<file path="config.mk">
export PLATFORM = sky130hd
export DESIGN_NAME = bnn_pe_row_pipe_flat
export DESIGN_NICKNAME = d
export VERILOG_FILES = /design/src/rtl/bnn_pe_row_if.sv /design/src/rtl/bnn_pe_row_pipe.sv /design/src/flat_wrapper.sv
export SDC_FILE = /design/constraint.sdc
export NUM_CORES = 2
export LEC_CHECK = 0
export CELL_PAD_IN_SITES_DETAIL_PLACEMENT = 0
export CELL_PAD_IN_SITES_GLOBAL_PLACEMENT = 1
export CORE_ASPECT_RATIO = 1.4
export CORE_MARGIN = 2
export CORE_UTILIZATION = 35
export DETAILED_ROUTE_END_ITERATION = 7
export PLACE_DENSITY = 0.64
export SLEW_MARGIN = 20
export SYNTH_ARGS = -nofsm -noshare
export SYNTH_HDL_FRONTEND = slang
export SYNTH_SLANG_ARGS = --single-unit
</file>
<file path="constraint.sdc">
create_clock -name clk_in -period 18.8 [get_ports clk_in]
set_input_delay 1.88 -clock clk_in [delete_from_list [all_inputs] [get_ports clk_in]]
set_output_delay 1.88 -clock clk_in [all_outputs]
set_load 0.02 [all_outputs]
</file>
<file path="src/rtl/bnn_pe_row_if.sv">
// Bus bundle for one row of binary XNOR-popcount PEs (activations, psums, weights, status).
// valid_in qualifies activation_in/psum_in only on cycles with en_in=1; valid_out qualifies
// psum_out/overflow_out and holds while en_in=0. There is no ready: en_in=0 is the stall.
interface bnn_pe_row_if #(
  parameter int WIDTH      = 14,
  parameter int ROW_LENGTH = 11,
  parameter int VEC_W      = 27
);
  logic                        en_in;
  logic                        valid_in;
  logic [VEC_W*ROW_LENGTH-1:0] activation_in;
  logic [WIDTH-1:0]            psum_in;
  logic                        weight_load_in;
  logic [VEC_W*ROW_LENGTH-1:0] weight_in;
  logic [VEC_W*ROW_LENGTH-1:0] activation_out;
  logic [WIDTH-1:0]            psum_out;
  logic                        valid_out;
  logic                        overflow_out;
  logic                        busy_out;
  logic                        weight_err_out;

  modport master (
    output en_in, valid_in, activation_in, psum_in, weight_load_in, weight_in,
    input  activation_out, psum_out, valid_out, overflow_out, busy_out, weight_err_out
  );

  modport slave (
    input  en_in, valid_in, activation_in, psum_in, weight_load_in, weight_in,
    output activation_out, psum_out, valid_out, overflow_out, busy_out, weight_err_out
  );
endinterface

</file>
<file path="src/rtl/bnn_pe_row_pipe.sv">
// Pipelined row of XNOR-popcount PEs: psum chain, skewed activation segments, sticky overflow,
// global stall and a weight bank that only reloads while the row is empty.
module bnn_pe_row_pipe #(
  parameter int WIDTH      = 14,
  parameter int ROW_LENGTH = 11,
  parameter int VEC_W      = 27,
  parameter int LAST_W     = 18,
  parameter bit SATURATE   = 1'b1
) (
  input  logic        clk_in,
  input  logic        rst_in,
  bnn_pe_row_if.slave bus
);
  localparam int BUS_W  = VEC_W * ROW_LENGTH;
  localparam int CW     = $clog2(VEC_W + 1);
  localparam int SKEW_N = ROW_LENGTH * (ROW_LENGTH - 1) / 2;

  // Segment k owns a k-deep delay chain; chains are packed back to back in skew_q.
  function automatic int skew_base(input int k);
    return k * (k - 1) / 2;
  endfunction

  function automatic logic [VEC_W-1:0] seg(input logic [BUS_W-1:0] bus_v, input int k);
    return bus_v[VEC_W*(ROW_LENGTH-k)-1 -: VEC_W];
  endfunction

  function automatic logic [CW-1:0] popcount(input logic [VEC_W-1:0] v, input int n);
    logic [CW-1:0] cnt;
    cnt = '0;
    for (int i = 0; i < VEC_W; i++) begin
      if ((i < n) && v[i]) cnt = cnt + CW'(1);
    end
    return cnt;
  endfunction

  // Returns {carry, psum}; the carry marks the sample as overflowed in either mode.
  function automatic logic [WIDTH:0] pe_add(input logic [WIDTH-1:0] prev, input logic [CW-1:0] c);
    logic [WIDTH:0] sum;
    sum = {1'b0, prev} + (WIDTH+1)'(c);
    if (sum[WIDTH] && SATURATE) sum[WIDTH-1:0] = '1;
    return sum;
  endfunction

  logic [BUS_W-1:0]        weight_q;
  logic [BUS_W-1:0]        act_out_q;
  logic [VEC_W*SKEW_N-1:0] skew_q;
  logic [WIDTH-1:0]        psum_q [ROW_LENGTH];
  logic [ROW_LENGTH-1:0]   valid_q;
  logic [ROW_LENGTH-1:0]   ovf_q;
  logic                    weight_err_q;

  logic [WIDTH-1:0]        psum_d [ROW_LENGTH];
  logic [ROW_LENGTH-1:0]   valid_d;
  logic [ROW_LENGTH-1:0]   ovf_d;
  logic [WIDTH:0]          stage_sum;
  logic [VEC_W-1:0]        w0;
  logic                    busy;
  logic                    load_ok;

  assign busy    = |valid_q;
  assign load_ok = bus.weight_load_in & ~busy;

  always_comb begin
    valid_d   = '0;
    ovf_d     = '0;
    stage_sum = '0;
    w0        = '0;
    for (int k = 0; k < ROW_LENGTH; k++) psum_d[k] = '0;

    // A load accepted this cycle must already apply to a sample entering stage 0 now.
    w0         = load_ok ? seg(bus.weight_in, 0) : seg(weight_q, 0);
    stage_sum  = pe_add(bus.psum_in, popcount(~(seg(bus.activation_in, 0) ^ w0), VEC_W));
    psum_d[0]  = stage_sum[WIDTH-1:0];
    ovf_d[0]   = stage_sum[WIDTH];
    valid_d[0] = bus.valid_in;

    for (int k = 1; k < ROW_LENGTH; k++) begin
      stage_sum  = pe_add(psum_q[k-1],
                          popcount(~(skew_q[VEC_W*(skew_base(k)+k-1) +: VEC_W] ^ seg(weight_q, k)),
                                   (k == ROW_LENGTH-1) ? LAST_W : VEC_W));
      psum_d[k]  = stage_sum[WIDTH-1:0];
      ovf_d[k]   = ovf_q[k-1] | stage_sum[WIDTH];
      valid_d[k] = valid_q[k-1];
    end
  end

  always_ff @(posedge clk_in) begin
    if (rst_in) begin
      act_out_q <= '0;
      skew_q    <= '0;
      valid_q   <= '0;
      ovf_q     <= '0;
      for (int k = 0; k < ROW_LENGTH; k++) psum_q[k] <= '0;
    end else if (bus.en_in) begin
      act_out_q <= bus.activation_in;
      valid_q   <= valid_d;
      ovf_q     <= ovf_d;
      for (int k = 0; k < ROW_LENGTH; k++) psum_q[k] <= psum_d[k];
      for (int k = 1; k < ROW_LENGTH; k++) begin
        for (int d = 0; d < k; d++) begin
          if (d == 0)
            skew_q[VEC_W*skew_base(k) +: VEC_W] <= seg(bus.activation_in, k);
          else
            skew_q[VEC_W*(skew_base(k)+d) +: VEC_W] <= skew_q[VEC_W*(skew_base(k)+d-1) +: VEC_W];
        end
      end
    end
  end

  // Weight bank ignores en_in; a load while samples are in flight is dropped and flagged.
  always_ff @(posedge clk_in) begin
    if (rst_in) begin
      weight_q     <= '0;
      weight_err_q <= 1'b0;
    end else begin
      weight_err_q <= bus.weight_load_in & busy;
      if (load_ok) weight_q <= bus.weight_in;
    end
  end

  assign bus.activation_out = act_out_q;
  assign bus.psum_out       = psum_q[ROW_LENGTH-1];
  assign bus.valid_out      = valid_q[ROW_LENGTH-1];
  assign bus.overflow_out   = ovf_q[ROW_LENGTH-1];
  assign bus.busy_out       = busy;
  assign bus.weight_err_out = weight_err_q;
endmodule
</file>
<file path="src/flat_wrapper.sv">
// flat-port wrapper written by rule: the top's interface ports become plain ports
module bnn_pe_row_pipe_flat 
#(
  parameter int WIDTH      = 14,
  parameter int ROW_LENGTH = 11,
  parameter int VEC_W      = 27,
  parameter int LAST_W     = 18,
  parameter bit SATURATE   = 1'b1
)
  (clk_in, rst_in, bus_en_in, bus_valid_in, bus_activation_in, bus_psum_in, bus_weight_load_in, bus_weight_in, bus_activation_out, bus_psum_out, bus_valid_out, bus_overflow_out, bus_busy_out, bus_weight_err_out);
  bnn_pe_row_if #(.WIDTH(WIDTH), .ROW_LENGTH(ROW_LENGTH), .VEC_W(VEC_W)) bus_i ();
  input  logic clk_in;
  input  logic rst_in;
  input wire logic [$bits(bus_i.en_in)-1:0] bus_en_in;
  input wire logic [$bits(bus_i.valid_in)-1:0] bus_valid_in;
  input wire logic [$bits(bus_i.activation_in)-1:0] bus_activation_in;
  input wire logic [$bits(bus_i.psum_in)-1:0] bus_psum_in;
  input wire logic [$bits(bus_i.weight_load_in)-1:0] bus_weight_load_in;
  input wire logic [$bits(bus_i.weight_in)-1:0] bus_weight_in;
  output wire logic [$bits(bus_i.activation_out)-1:0] bus_activation_out;
  output wire logic [$bits(bus_i.psum_out)-1:0] bus_psum_out;
  output wire logic [$bits(bus_i.valid_out)-1:0] bus_valid_out;
  output wire logic [$bits(bus_i.overflow_out)-1:0] bus_overflow_out;
  output wire logic [$bits(bus_i.busy_out)-1:0] bus_busy_out;
  output wire logic [$bits(bus_i.weight_err_out)-1:0] bus_weight_err_out;
  assign bus_i.en_in = bus_en_in;
  assign bus_i.valid_in = bus_valid_in;
  assign bus_i.activation_in = bus_activation_in;
  assign bus_i.psum_in = bus_psum_in;
  assign bus_i.weight_load_in = bus_weight_load_in;
  assign bus_i.weight_in = bus_weight_in;
  assign bus_activation_out = bus_i.activation_out;
  assign bus_psum_out = bus_i.psum_out;
  assign bus_valid_out = bus_i.valid_out;
  assign bus_overflow_out = bus_i.overflow_out;
  assign bus_busy_out = bus_i.busy_out;
  assign bus_weight_err_out = bus_i.weight_err_out;
  bnn_pe_row_pipe #(.WIDTH(WIDTH), .ROW_LENGTH(ROW_LENGTH), .VEC_W(VEC_W), .LAST_W(LAST_W), .SATURATE(SATURATE)) u_core (.clk_in(clk_in), .rst_in(rst_in), .bus(bus_i));
endmodule
</file>
# ---- Yosys cells after proc, flatten, opt, wreduce, memory -nomap -nowiden
# Memories as Yosys holds them, arrays and structs flattened.
# Index checks and enable logic that the tools add are counted.
# W data, S select, Z words.
dict set report word_totals {
  register_bits 2093
  output_inout_bits 315
  wordCells 658
  n_memories 1
  ram_bits 154
  inputBits 613
}
# name words word_bits rd rd_clocked_by_memory_dff wr line
set mem_list {}
lappend mem_list {u_core.psum_q 11 14 11 0 11 bnn_pe_row_pipe.sv:47} ;# logic [WIDTH-1:0] psum_q [ROW_LENGTH];
dict set report op_classes {
  n_bitwise 46
  reduce_logical 1
  muxes 316
  addsub 288
}
# cell n
set op_table {}
lappend op_table {{$add A5 B1 Y5 const B} 277}
lappend op_table {{$mux W5} 277}
lappend op_table {{$mux W14} 22}
lappend op_table {{$not A27 Y27} 10}
lappend op_table {{$xor A27 B27 Y27} 10}
lappend op_table {{$add A14 B5 Y15} 11}
lappend op_table {{$mux W27} 1}
lappend op_table {{$or A1 B1 Y1} 21}
lappend op_table {{$not A18 Y18} 1}
lappend op_table {{$xor A18 B18 Y18} 1}
lappend op_table {{$mux W1} 16}
lappend op_table {{$reduce_or A11 Y1} 1}
lappend op_table {{$and A1 B1 Y1} 2}
lappend op_table {{$not A1 Y1} 1}

# ---- Logic depth before layout (Yosys ltp)
dict set report logic_depth {
  depth_word 62
  ltp_mapped 96
  depth_no_buf 93
}

# ---- Least setup slack after synthesis
# No wires, ideal clock.
dict set report synth_timing {
  path_type {input to register}
  startpoint {input bus_weight_load_in}
  endpoint {memory u_core.psum_q[0][11], data pin}
  path_buffers 8
  arrival_time_ns 18.844
  setup_slack_ns -0.314
  cell_stages 92
  path_cell_list {nand4_1 -> buf_2 -> buf_4 -> buf_1 -> clkbuf_1 -> clkbuf_1 -> mux2i_1 -> xnor2_1 -> inv_1 -> ha_1 -> buf_1 -> xnor2_1 -> ha_1 -> o221ai_1 -> and2_1 -> clkbuf_1 -> xnor2_1 -> o21ai_0 -> [56 not listed] -> ha_1 -> xnor2_1 -> o31ai_1 -> nor2_1 -> ha_1 -> mux2_2 -> ha_1 -> mux2_2 -> fa_1 -> a21o_1 -> a21oi_1 -> nor2b_1 -> o21a_1 -> and3_1 -> nand4_1 -> or3_1 -> buf_1 -> o21ai_0}
}
# element line
set synth_rtl {}
lappend synth_rtl {{start, declared} flat_wrapper.sv:18} ;# input wire logic [$bits(bus_i.weight_load_in)-1:0] bus_weight_load_in;
lappend synth_rtl {{end, declared} bnn_pe_row_pipe.sv:47}

==> results_dict.tcl <==
set metrics [dict create \
    arrival_ps 18260 \
    cts_tree "built" \
    r2r_end "u_core.psum_q[0][41]$_SDFFCE_PN0P_" \
    dp.cells 15460 \
    hold_violations 0 \
    slew_viol_final 0 \
    synth-edff-count 154 \
    drc 0 \
    ys_seq_elements 1896 \
    h-tree-depth 4 \
    start_util_pct 35.08 \
    cts-root-buf "clkbuf_16" \
    grt_start_max_net_pins 182 \
    placed_cell_area_mm2 0.1137 \
    grt-ovfl-total 0 \
    r2r_slack_ps 1110 \
    finalCritPeriodShare_pct 94.10 \
    hold_class "reg2reg" \
    num_rows 235 \
    synth_cells 11250 \
    core_area_mm2 0.2920 \
    gp_congestion 0.8443 \
    grt_pass1_vias 75440 \
    drt-total-wl_um 268300 \
    fin_nets 12720 \
    multi_input_area_mm2 0.05855 \
    skew_ps 58.49 \
    final_common_cell "nor2_1" \
    worst_path_max_delay_cell "a221oi_4" \
    worstMarginPinSlew_ps 1239 \
    vias_per_cell 4.835 \
    syn_area_mm2 0.1024 \
    dieArea_mm2 0.2970 \
    finalCriticalPeriod_ps 17690 \
    numCtsBuffers 205 \
    async_flop_share_pct 0 \
    antenna_found_initial 63 \
    place_hpwl_um 200000 \
    worst_path_most_repeated_cell "ha_1" \
    slew_headroom_pct 17.38 \
    synth.area.top_cells "dfxtp_1, mux2i_1, xnor2_1, nor2_1, edfxtp_1" \
    ys_seq_area_share_pct 38.56 \
    clk_latency_ps 880 \
    grt_pass1_wl_um 419200 \
    grt.total_usage_pct 17.39 \
    setup_violations 0 \
    worstPathMaxFanout 5 \
    stdcell_area_mm2 0.1213 \
    synth_cell_type_count 97 \
    drtIter0Drc 3580 \
    synth.avg_cell_area_um2 9.106 \
    clock.fmax_mhz 56.52 \
    yosysTopAreaCellShare_pct 34.05 \
    yosys.area.top_type "dfxtp_1" \
    drtAntennaViolNets 0 \
    die_w_um 461.2 \
    routedWlPerCell_um 16.93 \
    clk_pin_slew_ps 60 \
    io_pins 928 \
    synth_warnings 0 \
    numPortBuffers 918 \
    reg2reg_depth 82 \
    endpoint_kind "register" \
    drv_cap 0 \
    final_cell_mix "nor2_1, dfxtp_1, mux2i_1" \
    fin_cells 15850 \
    synth_nets 12200 \
    fillerInstances 28850 \
    ys.flop_type "dfxtp_1" \
    start_kind "register" \
    regArea_mm2 0.03950 \
    drive_gt1_share_pct 5.688 \
    clk_path_buf_depth 4 \
    crit_type "reg2reg" \
    r2r-start "u_core.weight_q[216]$_SDFFE_PP0N_" \
    die_h_um 644.1 \
    crit_path_end "u_core.psum_q[0][41]$_SDFFCE_PN0P_" \
    outcome "complete, no violations" \
    syn_to_final_growth_pct 18.46 \
    crit_start "u_core.weight_q[216]$_SDFFE_PP0N_" \
    first_pass_iters 5 \
    worstPathRequired_ps 19370 \
    num_vias 76650 \
    cts_sinks 1896 \
    cp_slowest_stage_delay_ps 370 \
]
## per-layer routing
layer | up-vias | track usage, % | wire length (um)
li1 | 39240 | - | -
met1 | 35840 | 20.79 | 116300
met2 | 1163 | 31.30 | 132700
met3 | 373 | 3.285 | 12190
met4 | 32 | 4.996 | 6896
met5 | - | 0 | 211
## per-stage QoR
stage	worst slack, ps	TNS, ps	util (%)	hold WS, ps
floorplan	127.2	0	-	422.2
global placement	-244.0	-2844	38.95	439.4
detailed placement	-361.2	-4337	38.95	443.5
CTS	199.3	0	41.37	457.7
global route	-42.66	-67.87	41.55	482.1
finish	1109	0	41.55	455.8
## flip-flops by register name, indices dropped and copies added, names as in the netlist
name                       cells
u_core.psum_q                154
u_core.valid_q                11
u_core.skew_q               1404
u_core.bus.activation_out     27
u_core.ovf_q                  11
u_core.weight_q              288
u_core.bus.weight_err_out      1
## worst max-delay path, delay by kind of cell (launching register included)
kind	cells	cell delay, ps
fa+ha+maj	26	8070
mux	10	2780
compound gates	18	2780
simple gates	20	2450
buf+inv	6	510
xor+xnor	2	480
flops	1	330
## cell usage after synthesis (38+ instances only)
master,number
xnor3_1,67
nand4_1,119
o31ai_1,51
nor3_1,97
nand2_1,1118
dfxtp_1,1742
nand3_1,151
mux2i_1,1557
mux2_2,55
a31oi_1,53
inv_1,234
xnor2_1,909
xor2_1,450
ha_1,331
a21oi_1,613
and2_1,49
buf_4,286
buf_1,126
clkbuf_1,336
o22ai_1,38
nor2_1,1831
o21ai_0,216
edfxtp_1,154
## how the worst min path moves through the flow
stage / from / to / cells past startpoint
4_1_cts: u_core.ovf_q[0]$_SDFFE_PP0P_ / u_core.ovf_q[0]$_SDFFE_PP0P_ / 2
6_report: u_core.ovf_q[9]$_SDFFE_PP0P_ / u_core.ovf_q[9]$_SDFFE_PP0P_ / 2
2_1_floorplan: u_core.ovf_q[0]$_SDFFE_PP0P_ / u_core.ovf_q[0]$_SDFFE_PP0P_ / 2
3_3_place_gp: u_core.ovf_q[0]$_SDFFE_PP0P_ / u_core.ovf_q[0]$_SDFFE_PP0P_ / 2
5_1_grt: u_core.weight_q[249]$_SDFFE_PP0N_ / u_core.weight_q[249]$_SDFFE_PP0N_ / 2
3_5_place_dp: u_core.ovf_q[0]$_SDFFE_PP0P_ / u_core.ovf_q[0]$_SDFFE_PP0P_ / 2
## repair_timing
item / in CTS / in global routing
endpoints found under the setup margin: 0 / 115
hold buffers: 0 / 0
buffers inserted: 0 / 7
resized for setup: 0 / 86
## cell type report
type / instances / area share, %
clock inverter: 70 / 0.8415
tap: 3910 / 4.032
antenna: 23 / 0.04744
clock buffer: 293 / 4.977
sequential: 1896 / 32.55
multi-input combinational: 8364 / 48.26
timing repair buffer: 1059 / 8.551
inverter: 237 / 0.7373
## cell families after synthesis
group	Yosys count	share of synthesized area (%)
AO/OA/AOI/OAI	1259	7.335
adder cells (fa/ha/maj)	345	4.288
buffers and inverters	989	4.678
XOR/XNOR	1472	14.06
multiplexers	1613	15.83
AND/OR/NAND/NOR	3674	15.24
flip-flops	1896	38.56
Power is left out: the tool's default activity adds up to more than one toggle a clock period on the data nets, which glitch-free logic cannot reach.
